--- config.mk ---
export PLATFORM = sky130hd
export DESIGN_NAME = demux18_scan_ctrl
export DESIGN_NICKNAME = d
export VERILOG_FILES = /design/src/rtl/demux18_scan_ctrl.sv
export SDC_FILE = /design/constraint.sdc
export NUM_CORES = 1
export LEC_CHECK = 0
export ABC_AREA = 0
export BUFFER_PORTS_ARGS = -buffer_cell sky130_fd_sc_hd__buf_2
export CAP_MARGIN = 20
export CORE_ASPECT_RATIO = 1.2
export CORE_MARGIN = 1.5
export CORE_UTILIZATION = 35
export DETAILED_ROUTE_END_ITERATION = 8
export GPL_TIMING_DRIVEN = 0
export RECOVER_POWER = 50
export SYNTH_ARGS = -nofsm -noshare
export SYNTH_HDL_FRONTEND = slang
export SYNTH_SLANG_ARGS = --single-unit
--- constraint.sdc ---
create_clock -name i_clk -period 2.71 [get_ports i_clk]
set_input_delay 0.542 -clock i_clk [delete_from_list [all_inputs] [get_ports i_clk]]
set_output_delay 0.542 -clock i_clk [all_outputs]
set_load 0.02 [all_outputs]
--- src/rtl/demux18_scan_ctrl.sv ---
// demux18_scan_ctrl: scan sequencer for the 1-to-8 demux.
// Walks o_sel through the enabled channels of a latched mask. Each channel is held for a
// programmable dwell. o_w stays high while any channel is served. Supports one-shot and
// continuous (round-robin) scans.
//
// Ports:
//   i_clk    system clock, rising edge
//   i_rst    asynchronous active-high reset
//   i_start  begin a scan (sampled only in idle)
//   i_stop   abort the scan in progress (wins over i_start in idle)
//   i_mode   0 = one-shot, 1 = continuous; latched at start
//   i_mask   channel enables, bit i = channel i; latched at start
//   i_dwell  cycles per channel (0 treated as 1); latched at start
//   o_sel    demux select (registered)
//   o_w      demux strobe, high while a channel is served (registered)
//   o_busy   high while scanning
//   o_done   one-cycle pulse at end of one-shot scan or on start with empty mask
//   o_wrap   one-cycle pulse when a continuous scan returns to the lowest channel
module demux18_scan_ctrl #(
  parameter int unsigned DW = 8
) (
  input  logic          i_clk,
  input  logic          i_rst,
  input  logic          i_start,
  input  logic          i_stop,
  input  logic          i_mode,
  input  logic [7:0]    i_mask,
  input  logic [DW-1:0] i_dwell,
  output logic [2:0]    o_sel,
  output logic          o_w,
  output logic          o_busy,
  output logic          o_done,
  output logic          o_wrap
);

  typedef enum logic [1:0] {StIdle, StActive, StDone} state_t;

  state_t        r_state, w_state_nxt;
  logic [7:0]    r_mask;
  logic [DW-1:0] r_reload;   // d_eff - 1, so a dwell of 2^DW-1 fits without overflow
  logic          r_mode;
  logic [DW-1:0] r_cnt, w_cnt_nxt;
  logic [2:0]    r_sel, w_sel_nxt;
  logic          r_w, r_busy, r_done, r_wrap;
  logic          w_wrap_nxt, w_latch;

  logic [DW-1:0] w_in_reload;
  logic [2:0]    w_in_low, w_lat_low, w_up_idx;
  logic          w_up_found;

  assign w_in_reload = (i_dwell == '0) ? '0 : i_dwell - DW'(1);

  // Channel search, purely combinational so consecutive channels run back-to-back.
  always_comb begin
    w_in_low   = '0;
    w_lat_low  = '0;
    w_up_idx   = '0;
    w_up_found = 1'b0;
    // Descending scans: the last hit is the lowest / nearest qualifying bit.
    for (int i = 7; i >= 0; i--) begin
      if (i_mask[i]) w_in_low = 3'(i);
      if (r_mask[i]) w_lat_low = 3'(i);
      if (r_mask[i] && (i > int'(r_sel))) begin
        w_up_found = 1'b1;
        w_up_idx   = 3'(i);
      end
    end
  end

  always_comb begin
    w_state_nxt = r_state;
    w_sel_nxt   = r_sel;
    w_cnt_nxt   = r_cnt;
    w_wrap_nxt  = 1'b0;
    w_latch     = 1'b0;
    unique case (r_state)
      StIdle: begin
        if (i_start && !i_stop) begin
          if (i_mask != 8'h00) begin
            w_state_nxt = StActive;
            w_sel_nxt   = w_in_low;
            w_cnt_nxt   = w_in_reload;
            w_latch     = 1'b1;
          end else begin
            w_state_nxt = StDone;
          end
        end
      end
      StActive: begin
        if (i_stop) begin
          w_state_nxt = StIdle;
        end else if (r_cnt != '0) begin
          w_cnt_nxt = r_cnt - DW'(1);
        end else if (w_up_found) begin
          w_sel_nxt = w_up_idx;
          w_cnt_nxt = r_reload;
        end else if (r_mode) begin
          w_sel_nxt  = w_lat_low;
          w_cnt_nxt  = r_reload;
          w_wrap_nxt = 1'b1;
        end else begin
          w_state_nxt = StDone;
        end
      end
      StDone: begin
        w_state_nxt = StIdle;
      end
      default: begin
        w_state_nxt = StIdle;
      end
    endcase
  end

  always_ff @(posedge i_clk or posedge i_rst) begin
    if (i_rst) begin
      r_state  <= StIdle;
      r_mask   <= '0;
      r_reload <= '0;
      r_mode   <= 1'b0;
      r_cnt    <= '0;
      r_sel    <= '0;
      r_w      <= 1'b0;
      r_busy   <= 1'b0;
      r_done   <= 1'b0;
      r_wrap   <= 1'b0;
    end else begin
      r_state <= w_state_nxt;
      r_cnt   <= w_cnt_nxt;
      r_sel   <= w_sel_nxt;
      r_w     <= (w_state_nxt == StActive);
      r_busy  <= (w_state_nxt == StActive);
      r_done  <= (w_state_nxt == StDone);
      r_wrap  <= w_wrap_nxt;
      if (w_latch) begin
        r_mask   <= i_mask;
        r_reload <= w_in_reload;
        r_mode   <= i_mode;
      end
    end
  end

  assign o_sel  = r_sel;
  assign o_w    = r_w;
  assign o_busy = r_busy;
  assign o_done = r_done;
  assign o_wrap = r_wrap;

endmodule
==> summary by stage <==
Setup path
The worst reg2reg path startpoint is r_state[0]. For this design, the slowest cell found on the critical path is sky130_fd_sc_hd__nor4b_2. At the worst endpoint, the required time is 2870 ps.

Across all register-to-register paths, the minimum setup slack is 250 ps. The destination of the worst register-to-register timing path is r_cnt[6]. The highest cell delay on the worst timing path is 690 ps. STA classifies the critical path startpoint as a flip-flop. The data arrival time at the worst-slack endpoint is 2620 ps. The depth of the worst register-to-register path is 5. The worst setup path is of the flip-flop to flip-flop kind. The kind of end point of the critical path is a flip-flop.

Walking the worst path, the cells encountered are nor4b_2 > o21ai_1 > o21ai_0 > o41a_4 > mux2_2. Of all nets on the critical path, the largest fanout is 9.

Clock tree
Clock-pin slew was measured on the worst setup and hold paths at 70 ps. The buffer type at the clock tree root is sky130_fd_sc_hd__clkbuf_8. The source-to-sink clock delay at the later pin of the worst-skew pair is 290 ps. The post-cts resize count is 0. The H-tree was split into 2 levels. The number of setup buffers added after CTS is 0. The number of buffers added to fix hold violations after cts is 0. The number of buffers between clock root and the deepest sink is 2.

Clock tree synthesis inserted a total of 5 buffers. The TritonCTS clock tree is built. The number of clock sinks is 33.

STA
In the finished design, the share of the clock period the worst path needs comes to 90.6%. Setup violations remaining at the end of the flow were counted as 0. The worst slew margin relative to its limit is 30.7%. For this run, the top clock speed supported by timing is 407 MHz. The worst slack on hold paths is 303 ps.

Setup repair after global routing left no endpoint under its margin. Across the routed clock network, the largest skew measured is 9.65 ps. The actual slew at the worst max-slew pin is 1040 ps. The number of pins with negative max-slew slack in the final report is 0. The count of endpoints failing hold in the final timing report is 0.

Counting I/O delays and the setup requirement, the final critical path takes 2460 ps.

Drt
The first-pass iteration count of the detailed router is 4. Wires add up to 5140 um. After the first detailed-routing iteration, the DRC count stood at 84.

The detailed-route wire length per cell is 14.1 um. The routed layout has 1,892 vias. Using the TritonRoute via totals, the vias-per-cell ratio works out to 5.18. The remaining antenna violation count after routing is 0. The DRC violation count after routing is 0.

Yosys
The synthesis warning total is 0. Synthesis instantiated 51 different standard cells from the library. The sequential area share after synthesis is 39.5%. The post-synthesis async set-or-reset flop share is 100%. In this run, synthesis inferred 0 flip-flops with an integrated enable.

Among all flip-flop cells after synthesis, the most frequent one is sky130_fd_sc_hd__dfrtp_1. In this run, synthesis produced a sequential element count of 33. The post-synthesis instance total is 249. The synthesized area is 2090 um2. The per-instance average area after synthesis is 8.40 um2. Synthesis produced a netlist with a net count of 273.

Placed design
The port buffer count is 27. Routability-driven placement finished with a final weighted congestion of 0.827. The wire-length estimate of the detail-placed layout is 3900 um. The instance count after placement with tap cells included is 357.

Power and ir drop
The power per cell area is 743 nW/um2. Summed over all cells, the static leakage comes to 1.06 nW. The largest vdd supply drop is 0.283 mV.

Worst hold path
The kind of path behind the tightest hold check is input port to async pin.

Cells and area
Leaving out fill and tap cells, the most frequent cell in the layout is sky130_fd_sc_hd__nand2_1. The post-route core utilization is 42.8%. In the layout the commonest cells are sky130_fd_sc_hd__nand2_1 (38), sky130_fd_sc_hd__dfrtp_1 (33), sky130_fd_sc_hd__nor2_1 (24), sky130_fd_sc_hd__buf_2 (24), sky130_fd_sc_hd__o21ai_0 (21).

The number of nets in the final layout is 308. The fraction of final layout cells with drive strength greater than 1 is 16.1%. The number of diodes is 0. Compared with the post-synthesis result, the final layout area differs by 16.8%. For this run, the number of standard cells in the final layout without fillers is 365.

GRT
The first-pass GRT wire length is 8670 um. The total overflow left after global routing is 0. The initial antenna violation count is 0. The largest net degree at the start of global routing is 20. The global-route usage over all layers is 17.5%. The via count of the first global-routing pass came to 1,901.

Floorplan
The area of the die is 6450 um2. The floorplan row count is 30. The floorplan die width is 73.6 um. During I/O placement, the number of pins put on the boundary was 28. The height of the die is 87.7 um. The initial core utilization is 36.6%. The floorplan step defined a core boundary enclosing 5710 um2.

Status
The flow ran to the end, and the final reports show no timing, DRC or antenna violations.

Flow run
The tool flagged a number of max-cap violations equal to 0.
-- kinds of logic after synthesis --
| family | after synthesis | share of synthesized area, % |
|---|---|---|
| AND/OR/NAND/NOR | 102 | 23.8 |
| flip-flops | 33 | 39.5 |
| XOR/XNOR | 5 | 2.09 |
| AO/OA/AOI/OAI | 72 | 22.8 |
| buffers and inverters | 25 | 5.39 |
| adder cells (fa/ha/maj) | 3 | 1.80 |
| multiplexers | 9 | 4.67 |
-- cells in the mapped netlist, types with 3 or more instances --
cell type	number	area share, %
sky130_fd_sc_hd__nand2_1	38	6.8
sky130_fd_sc_hd__dfrtp_1	33	39
sky130_fd_sc_hd__nor2_1	24	4.3
sky130_fd_sc_hd__o21ai_0	21	5.0
sky130_fd_sc_hd__a21oi_1	18	4.3
sky130_fd_sc_hd__inv_1	12	2.2
sky130_fd_sc_hd__nor3_1	11	2.6
sky130_fd_sc_hd__clkbuf_1	9	1.6
sky130_fd_sc_hd__mux2_2	6	3.2
sky130_fd_sc_hd__nand2b_1	6	1.8
sky130_fd_sc_hd__o31ai_1	6	2.2
sky130_fd_sc_hd__nor2b_1	5	1.5
sky130_fd_sc_hd__or3_1	4	1.2
sky130_fd_sc_hd__or4_1	4	1.4
sky130_fd_sc_hd__ha_1	3	1.8
sky130_fd_sc_hd__mux2i_1	3	1.4
sky130_fd_sc_hd__o21bai_1	3	1.1
sky130_fd_sc_hd__xnor2_1	3	1.3
-- final cells by class --
| class | instances | area, um2 |
|---|---|---|
| clock inverter | 1 | 30.0 |
| clock buffer | 7 | 86.3 |
| fill | 617 | 3260 |
| inverter | 12 | 45.0 |
| sequential | 33 | 826 |
| tap | 80 | 100 |
| buffer | 13 | 67.6 |
| multi-input combinational | 191 | 1150 |
| timing repair buffer | 28 | 135 |
-- worst max-delay path by stage --
stage	from	end	slack (ps)	cells after the start
CTS	r_state[0]	r_cnt[6]	220	5
global route	r_state[0]	r_cnt[7]	70	5
floorplan	r_cnt[2]	r_cnt[3]	370	6
detailed placement	i_stop	r_cnt[6]	30	6
finish	r_state[0]	r_cnt[6]	250	5
global placement	i_stop	r_cnt[7]	-3	6
-- per-stage QoR --
step / instance area [um2] / setup TNS (ps) / total power [mW] / setup WS [ps]
final: 2440 / 0 / 1.81 / 254
after global routing: 2440 / 0 / 1.94 / 66.3
after CTS: 2470 / 0 / 1.84 / 217
after detailed placement: 2350 / 0 / 1.34 / 25.1
after global placement: 2330 / -4.93 / 1.33 / -3.06
after floorplan: 2090 / 0 / 1.16 / 370
-- power by group --
group | internal (mW) | switching (mW) | total [mW]
logic | 0.267 | 0.340 | 0.607
registers | 0.605 | 0.118 | 0.723
clock network | 0.300 | 0.184 | 0.484
-- registers in the layout, summed over array words and instances (netlist names) --
register and flops:
o_busy 1, o_done 1, o_sel 3, o_wrap 1
r_cnt 8, r_mask 8, r_mode 1, r_reload 8
r_state 2
-- layer usage --
layer  wire (um)  track usage [%]  vias up  share of wire (%)
met5           0                0        -                  0
met4          63             6.23        0                1.2
met3         162             3.80        7                3.2
met2        2610             30.8       35                 51
met1        2300             20.7      895                 45
li1            -                -      955                  -
-- critical path, delay by kind of cell, from the launching register on --
family / cells / cell delay, ps
and+or+nand+nor: 1 / 690
AOI/OAI and AO/OA: 3 / 890
muxes: 1 / 340
DFF: 1 / 410
Note: power is estimated with default switching activity, not from simulation.
